[src/rtl/fetch_ctrl.sv]
`default_nettype none
// ============================================================================
//  Module   : fetch_ctrl
//  Brief    : Fetch-stage controller for a 5-stage RISC-V pipeline. Sequences
//             the PC unit and the IF/ID register, arbitrating between an EX
//             branch redirect, an ID load-use stall and the instruction-memory
//             handshake. Squashes an in-flight wrong-path fetch and keeps
//             saturating stall/flush performance counters.
//  Revision : 1.0 - initial release
// ============================================================================
module fetch_ctrl #(
  parameter int XLEN  = 64,
  parameter int CNT_W = 32
) (
  input  logic             clk,
  input  logic             reset,            // asynchronous, active-low
  input  logic             branch_taken,
  input  logic [XLEN-1:0]  branch_target,
  input  logic             stall_id,
  output logic             imem_req,
  input  logic             imem_ready,
  output logic             pc_write,
  output logic             pc_redirect,
  output logic [XLEN-1:0]  redirect_target,
  output logic             if_id_write,
  output logic             if_id_flush,
  output logic [1:0]       state,
  output logic [CNT_W-1:0] stall_count,
  output logic [CNT_W-1:0] flush_count
);

  // --------------------------------------------------------------------------
  // State encoding. The debug port exposes the raw encoding, so the values
  // are fixed: BOOT=0, FETCH=1, SQUASH=2. Encoding 3 is unreachable and is
  // steered back to BOOT if it is ever observed.
  // --------------------------------------------------------------------------
  typedef enum logic [1:0] {
    ST_BOOT    = 2'd0,
    ST_FETCH   = 2'd1,
    ST_SQUASH  = 2'd2,
    ST_ILLEGAL = 2'd3
  } state_e;

  localparam logic [CNT_W-1:0] C_CNT_MAX = {CNT_W{1'b1}};
  localparam logic [CNT_W-1:0] C_CNT_ONE = {{(CNT_W-1){1'b0}}, 1'b1};

  state_e           state_q;
  state_e           state_d;
  logic [CNT_W-1:0] stall_cnt_q;
  logic [CNT_W-1:0] stall_cnt_d;
  logic [CNT_W-1:0] flush_cnt_q;
  logic [CNT_W-1:0] flush_cnt_d;

  // Event strobes feeding the performance counters.
  logic             stall_evt;
  logic             flush_evt;

  // State register; reset drops straight to BOOT and forgets any squash.
  always_ff @(posedge clk or negedge reset) begin
    if (!reset) begin
      state_q <= ST_BOOT;
    end else begin
      state_q <= state_d;
    end
  end

  // Next-state and control outputs: the branch outranks the load-use stall
  // (a stalled instruction behind a taken branch is wrong-path anyway), and
  // the stall outranks the memory handshake.
  always_comb begin
    state_d     = state_q;
    imem_req    = 1'b0;
    pc_write    = 1'b0;
    pc_redirect = 1'b0;
    if_id_write = 1'b0;
    if_id_flush = 1'b0;

    unique case (state_q)
      ST_BOOT: begin
        state_d = ST_FETCH;
      end

      ST_FETCH: begin
        imem_req = 1'b1;
        if (branch_taken) begin
          pc_redirect = 1'b1;
          pc_write    = 1'b1;
          if_id_flush = 1'b1;
          // If the current fetch has not returned yet it belongs to the old
          // path and must be thrown away when it does.
          state_d     = imem_ready ? ST_FETCH : ST_SQUASH;
        end else if (stall_id) begin
          // PC held; memory keeps presenting the same instruction.
          pc_write    = 1'b0;
          if_id_write = 1'b0;
        end else if (imem_ready) begin
          pc_write    = 1'b1;
          if_id_write = 1'b1;
        end
      end

      ST_SQUASH: begin
        imem_req = 1'b1;
        if (branch_taken) begin
          pc_redirect = 1'b1;
          pc_write    = 1'b1;
          if_id_flush = 1'b1;
          state_d     = imem_ready ? ST_FETCH : ST_SQUASH;
        end else if (imem_ready) begin
          // Wrong-path instruction arrives: load a bubble instead.
          if_id_flush = 1'b1;
          state_d     = ST_FETCH;
        end
      end

      default: begin
        state_d = ST_BOOT;
      end
    endcase
  end

  // Counter events are derived from the decoded controls so they always
  // agree with what the PC unit and IF/ID register actually saw.
  always_comb begin
    stall_evt = 1'b0;
    flush_evt = if_id_flush;
    if ((state_q == ST_FETCH) || (state_q == ST_SQUASH)) begin
      stall_evt = ~pc_write;
    end
  end

  // Saturating increment: counters stick at all-ones rather than wrapping.
  always_comb begin
    stall_cnt_d = stall_cnt_q;
    flush_cnt_d = flush_cnt_q;
    if (stall_evt && (stall_cnt_q != C_CNT_MAX)) begin
      stall_cnt_d = stall_cnt_q + C_CNT_ONE;
    end
    if (flush_evt && (flush_cnt_q != C_CNT_MAX)) begin
      flush_cnt_d = flush_cnt_q + C_CNT_ONE;
    end
  end

  // Performance counter registers, cleared together with the state.
  always_ff @(posedge clk or negedge reset) begin
    if (!reset) begin
      stall_cnt_q <= '0;
      flush_cnt_q <= '0;
    end else begin
      stall_cnt_q <= stall_cnt_d;
      flush_cnt_q <= flush_cnt_d;
    end
  end

  // Output mapping; the redirect address is gated so it reads zero whenever
  // no redirect is being requested.
  assign redirect_target = pc_redirect ? branch_target : '0;
  assign state           = state_q;
  assign stall_count     = stall_cnt_q;
  assign flush_count     = flush_cnt_q;

endmodule
`default_nettype wire

[config.mk]
export PLATFORM = sky130hd
export DESIGN_NAME = fetch_ctrl
export DESIGN_NICKNAME = d
export VERILOG_FILES = /design/src/rtl/fetch_ctrl.sv
export SDC_FILE = /design/constraint.sdc
export NUM_CORES = 1
export LEC_CHECK = 0
export CORE_ASPECT_RATIO = 0.75
export CORE_MARGIN = 2
export CORE_UTILIZATION = 35
export DETAILED_ROUTE_END_ITERATION = 8
export GPL_ROUTABILITY_DRIVEN = 0
export GPL_TIMING_DRIVEN = 0
export PLACE_DENSITY = 0.87
export SLEW_MARGIN = 10
export SYNTH_ARGS = -nofsm -noshare
export SYNTH_HDL_FRONTEND = slang
export SYNTH_SLANG_ARGS = --single-unit
[constraint.sdc]
create_clock -name clk -period 2.1 [get_ports clk]
set_clock_uncertainty 0.15 [all_clocks]
set_input_delay 0.315 -clock clk [delete_from_list [all_inputs] [get_ports clk]]
set_output_delay 0.315 -clock clk [all_outputs]
set_load 0.1 [all_outputs]
## Yosys cells after proc, flatten, opt, wreduce, memory -nomap -nowiden

Cells that the tools add are included.

- Bits in latches: 0
- Flip-flop bits (word level): 66
- Memories: 0
- Input bits: 69
- Word-level logic and storage cells: 36
- ROM bits: 0
- Output and inout port bits: 135
- RAM bits: 0

- Mux-type cells: 18
- Reductions and logical operators: 6
- Divide/modulo/power cells: 0
- Bitwise gates (word level): 1
- Equality and inequality tests: 6
- Add/subtract/negate cells: 2
- Magnitude comparators: 0
- Shifts and indexed selects: 0
- Multipliers: 0

Operators with widths:

| cell | number |
|---|---|
| adder 32 x 1 -> 32 bit, second input constant | 2 |
| 2-to-1 mux 64 bit | 1 |
| inequality test 32 bit, second input constant | 2 |
| 2-to-1 mux 1 bit | 10 |
| 2-to-1 mux 2 bit | 4 |
| case mux 2 bit (3 select lines) | 1 |
| case mux 1 bit (2 select lines) | 2 |
| inequality test 3 bit, second input constant | 1 |
| == test 2 x 1 -> 1 bit, second input constant | 1 |
| == test 2 bit, second input constant | 1 |
| logical AND 1 bit | 2 |
| zero test 2 bit | 1 |
| inequality test 2 bit, second input constant | 1 |
| AND reduction 2 bit | 1 |
| OR reduction 2 bit | 1 |
| logical OR 1 bit | 1 |
| inverter 1 bit | 1 |

## Logic depth before layout (Yosys ltp)

- Word-level depth: 7
- Mapped depth: 7
- Depth with buffers taken out: 7

## Least setup slack after synthesis

Ideal clock, no wire load.

- Kind: flip-flop to output port
- Start: register state_q[0], in the netlist state[0]
- End: output port pc_write
- Setup slack: -3.197 ns
- Required time: 1.635 ns
- Data arrival time: 4.832 ns
- Cell stages (with the launch flop): 6
- Buffers on the path: 2
- Cells stage by stage: dfrtp_1 -> inv_1 -> ha_1 -> clkbuf_1 -> clkbuf_1 -> a21boi_0

- Longest elaborated chain between the ends: 2
- Elaborated cells on any way between the ends: 3
- Those cells by class: 2 x eq/ne; 1 x mux

Ends and longest elaborated chain:

| element | RTL line | text |
|---|---|---|
| from (decl) | 47 | `state_e state_q;` |
| from (signal assigned) | 63 | `state_q <= state_d;` |
| == test 2 bit or == test 2 x 1 -> 1 bit (tied branches) | 78 | `unique case (state_q)` |
| case mux 1 bit (2 select lines) (*) | 78 |  |
| to (decl) | 22 | `output logic pc_write,` |

Every way passes the cells marked *; elsewhere a longest branch is shown, timed or not.

## Final worst setup path

- Start: register state_q[0], in the netlist state[0]
- End: output port redirect_target[41]

- Longest elaborated chain between the ends: 4
- Elaborated cells on any way between the ends: 5
- Those cells by class: 2 x eq/ne; 2 x mux; 1 x reduce/logical

Ends and longest elaborated chain:

| element | RTL line | text |
|---|---|---|
| == test 2 x 1 -> 1 bit or == test 2 bit (tied branches) | 78 |  |
| OR reduction 2 bit (no source line) (*) | n/a |  |
| 2-to-1 mux 1 bit (*) | n/a |  |
| 2-to-1 mux 64 bit (*) | 157 | `assign redirect_target = pc_redirect ? branch_target : '0;` |
| to (decl) | 24 | `output logic [XLEN-1:0] redirect_target,` |

Marks and branches as above.

==> results.yml <==
synth:
  synth_cells: 381
  yosys_warnings: 0
  ys_types: 36
  synth_edf_count: 0
  synthTopCellsByArea: "dfrtp_1 44%, and3_1 13%, xnor2_1 11%"
  synth_common_cells: "80 x and3_1, 66 x dfrtp_1, 49 x xnor2_1"
  syn_area_sq_mm: 0.003775
  yosysMostFrequentCell: "and3_1"
  synth_fp_nets: 458
  synth_top_flop_cell: "dfrtp_1"
  yosysTopAreaCell: "dfrtp_1"
  yosysTopAreaCellShare: 0.4375
  synth.avg_cell_area_sq_um: 9.908
  synth-async-reset-ratio: 1.000
  seq_area_frac_synth: 0.4375
  synth_seq_cells: 66
sta:
  layout_min_cycle_time_ps: 2404
  worst_pin_slew_ps: 993.3
  setup_violations: 124
  hold_slack_ps: 330.0
  relSlewSlack: 0.3404
  layout_setup_ws_ps: -304.0
  fmax_mhz: 416.0
  finalMaxSlewViolations: 0
  rsz0062_at_grt: "true"
  fin_crit_sh: 1.145
  hold_viol: 0
run_status:
  violations: "negative setup slack"
  status: "finished, violations left"
floorplanning:
  die_w_microns: 123.9
  die_y_microns: 93.94
  rows: 32
  die-area_sq_mm: 0.01164
  start_util: 0.3626
  core-area_sq_mm: 0.01041
  io_pins: 204
clock_network:
  root_buffer: "clkbuf_16"
  htree_levels: 3
  numCtsBuffers: 9
  clkTransAtPathRegs_ps: 50
  insertion_delay_ps: 320
  cts_tree: "done"
  clockBufferDepth: 2
  cts.sinks: 66
layout:
  area_growth_pct: 124.2
  layout-drive-gt1-share: 0.5068
  nets: 729
  design_area_sq_mm: 0.008463
  antenna_cells_inserted: 0
  stdcell_count: 793
setup_path:
  crit_required_ps: 1630
  path_class: "reg2out"
  path_max_fanout: 8
  r2r_cells: 11
  worst_setup_path_end_kind: "output pin"
  start_kind: "register"
  worstPathArrival_ps: 1940
power:
  power_density_mw_per_mm2: 1592
  p_leak_nw: 3.589
  ir_drop_v: 0.0007346
  power_mw: 13.47
place:
  dp_hpwl_mm: 9.973
  place_inst: 720
  place_ws_ps: -1571
  placed_cell_area_sq_mm: 0.006501
  portBuffers: 203
worst_hold_path:
  hold_class: "reg2reg"
  hold_depth: 1
grt:
  grt_usage: 0.2772
  grt_max_degree: 67
  grt_antenna_before_repair: 0
  grt_remaining_overflow: 0
  grt_pass1_vias: 4371
  grt_first_pass_wirelength_mm: 24.58
flow_run:
  cap_violations: 0
routing:
  viasPerCell: 5.391
  drt_iter0_markers: 177
  wl_per_cell_microns: 21.31
  wl_mm: 16.90
  via_count: 4275
  drt-pass1-iter-count: 4
  drtAntennaViolNets: 0
  post-route-drc-count: 0
cells in the final DEF (no fill, tap or decap), types with 6 or more instances in the layout:
| master | synthesis | layout |
|---|---|---|
| nand3_1 | 21 | 12 |
| nand3_2 | 0 | 7 |
| nand2_1 | 22 | 20 |
| xnor2_1 | 49 | 47 |
| buf_12 | 0 | 71 |
| dfrtp_4 | 0 | 14 |
| clkdlybuf4s15_1 | 0 | 28 |
| and4_1 | 9 | 6 |
| and3_4 | 0 | 64 |
| clkbuf_8 | 0 | 7 |
| clkdlybuf4s50_1 | 0 | 66 |
| dlygate4sd2_1 | 0 | 32 |
| xor2_1 | 12 | 12 |
| dfrtp_2 | 0 | 38 |
| clkbuf_2 | 0 | 9 |
| nand4_1 | 31 | 31 |
| dfrtp_1 | 66 | 14 |
| buf_6 | 0 | 21 |
| nor2_1 | 11 | 6 |
| buf_4 | 0 | 28 |
| clkbuf_16 | 0 | 16 |
| and2_1 | 9 | 7 |
| and3_1 | 80 | 16 |
power by group:
group | switching (mW) | leakage (nW) | internal [mW] | total (mW)
combinational | 6.05 | 2.62 | 4.20 | 10.2
sequential | 0.185 | 0.815 | 1.44 | 1.62
clock | 0.538 | 0.156 | 1.07 | 1.61
total | 6.77 | 3.59 | 6.70 | 13.5
layer usage:
metal	track usage	routed length, microns	part of all wire	up-vias
li1	-	-	-	1919
met1	0.3234	6528	0.39	2126
met2	0.4936	8574	0.51	185
met3	0.06189	1168	0.069	45
met4	0.1077	626	0.037	0
met5	0	0	0	-
worst max-delay path, cell delays in order (launching register included):
cell	delay, ps
dfrtp_4	500
inv_4	80
ha_4	210
clkbuf_16	160
clkbuf_16	160
clkbuf_16	150
and3_4	180
buf_12	160
final cells by class:
| cell class | instances | area (sq um) |
|---|---|---|
| plain buffers | 17 | 230.2 |
| clock buffers | 11 | 242.7 |
| clock inverters | 5 | 77.57 |
| fillers | 572 | 1947 |
| inverters | 5 | 23.77 |
| multi-input cells | 292 | 2716 |
| flip-flops and latches | 66 | 1752 |
| well taps | 136 | 170.2 |
| repair buffers | 261 | 3251 |
kinds of logic (layout without fill, tap and decap cells):
group	count (synthesis)	count (layout)	synth area share
XOR/XNOR	61	61	0.1415
buffers and inverters	23	299	0.02320
AO/OA/AOI/OAI	21	21	0.04376
AND/OR/NAND/NOR	200	200	0.3215
multiplexers	2	2	0.005966
adder cells (fa/ha/maj)	8	8	0.02652
flip-flops	66	66	0.4375
metrics by stage:
| step | TNS [ps] | utilization |
|---|---|---|
| 2_1_floorplan | -46610 | - |
| 3_3_place_gp | -216790 | 0.6248 |
| 3_5_place_dp | -107510 | 0.6245 |
| 4_1_cts | -19620 | 0.7826 |
| 5_1_grt | -30200 | 0.8130 |
| 6_report | -23030 | 0.8130 |
worst paths after layout:
path	endpoint	from	slack, ps
min in group asynchronous	flush_count[25]	reset	470
max in group asynchronous	state[1]	reset	670
setup reg to reg	stall_count[22]	state[1]	-170
setup / recovery	redirect_target[41]	state[0]	-300
hold reg to reg	stall_count[26]	stall_count[26]	330
hold / removal	stall_count[26]	stall_count[26]	330
what timing repair did:
action	CTS	global route
gates resized for setup	756	76
cloned	9	0
pin swaps	47	42
hold buffers	1	0
endpoints found under the hold margin	66	0
buffers inserted	32	20
setup endpoints to repair	186	159
registers in the layout, summed over array words and instances, names as in the netlist:
signal,count
state,2
flush_count,32
stall_count,32
(Power assumes the default switching activity.)
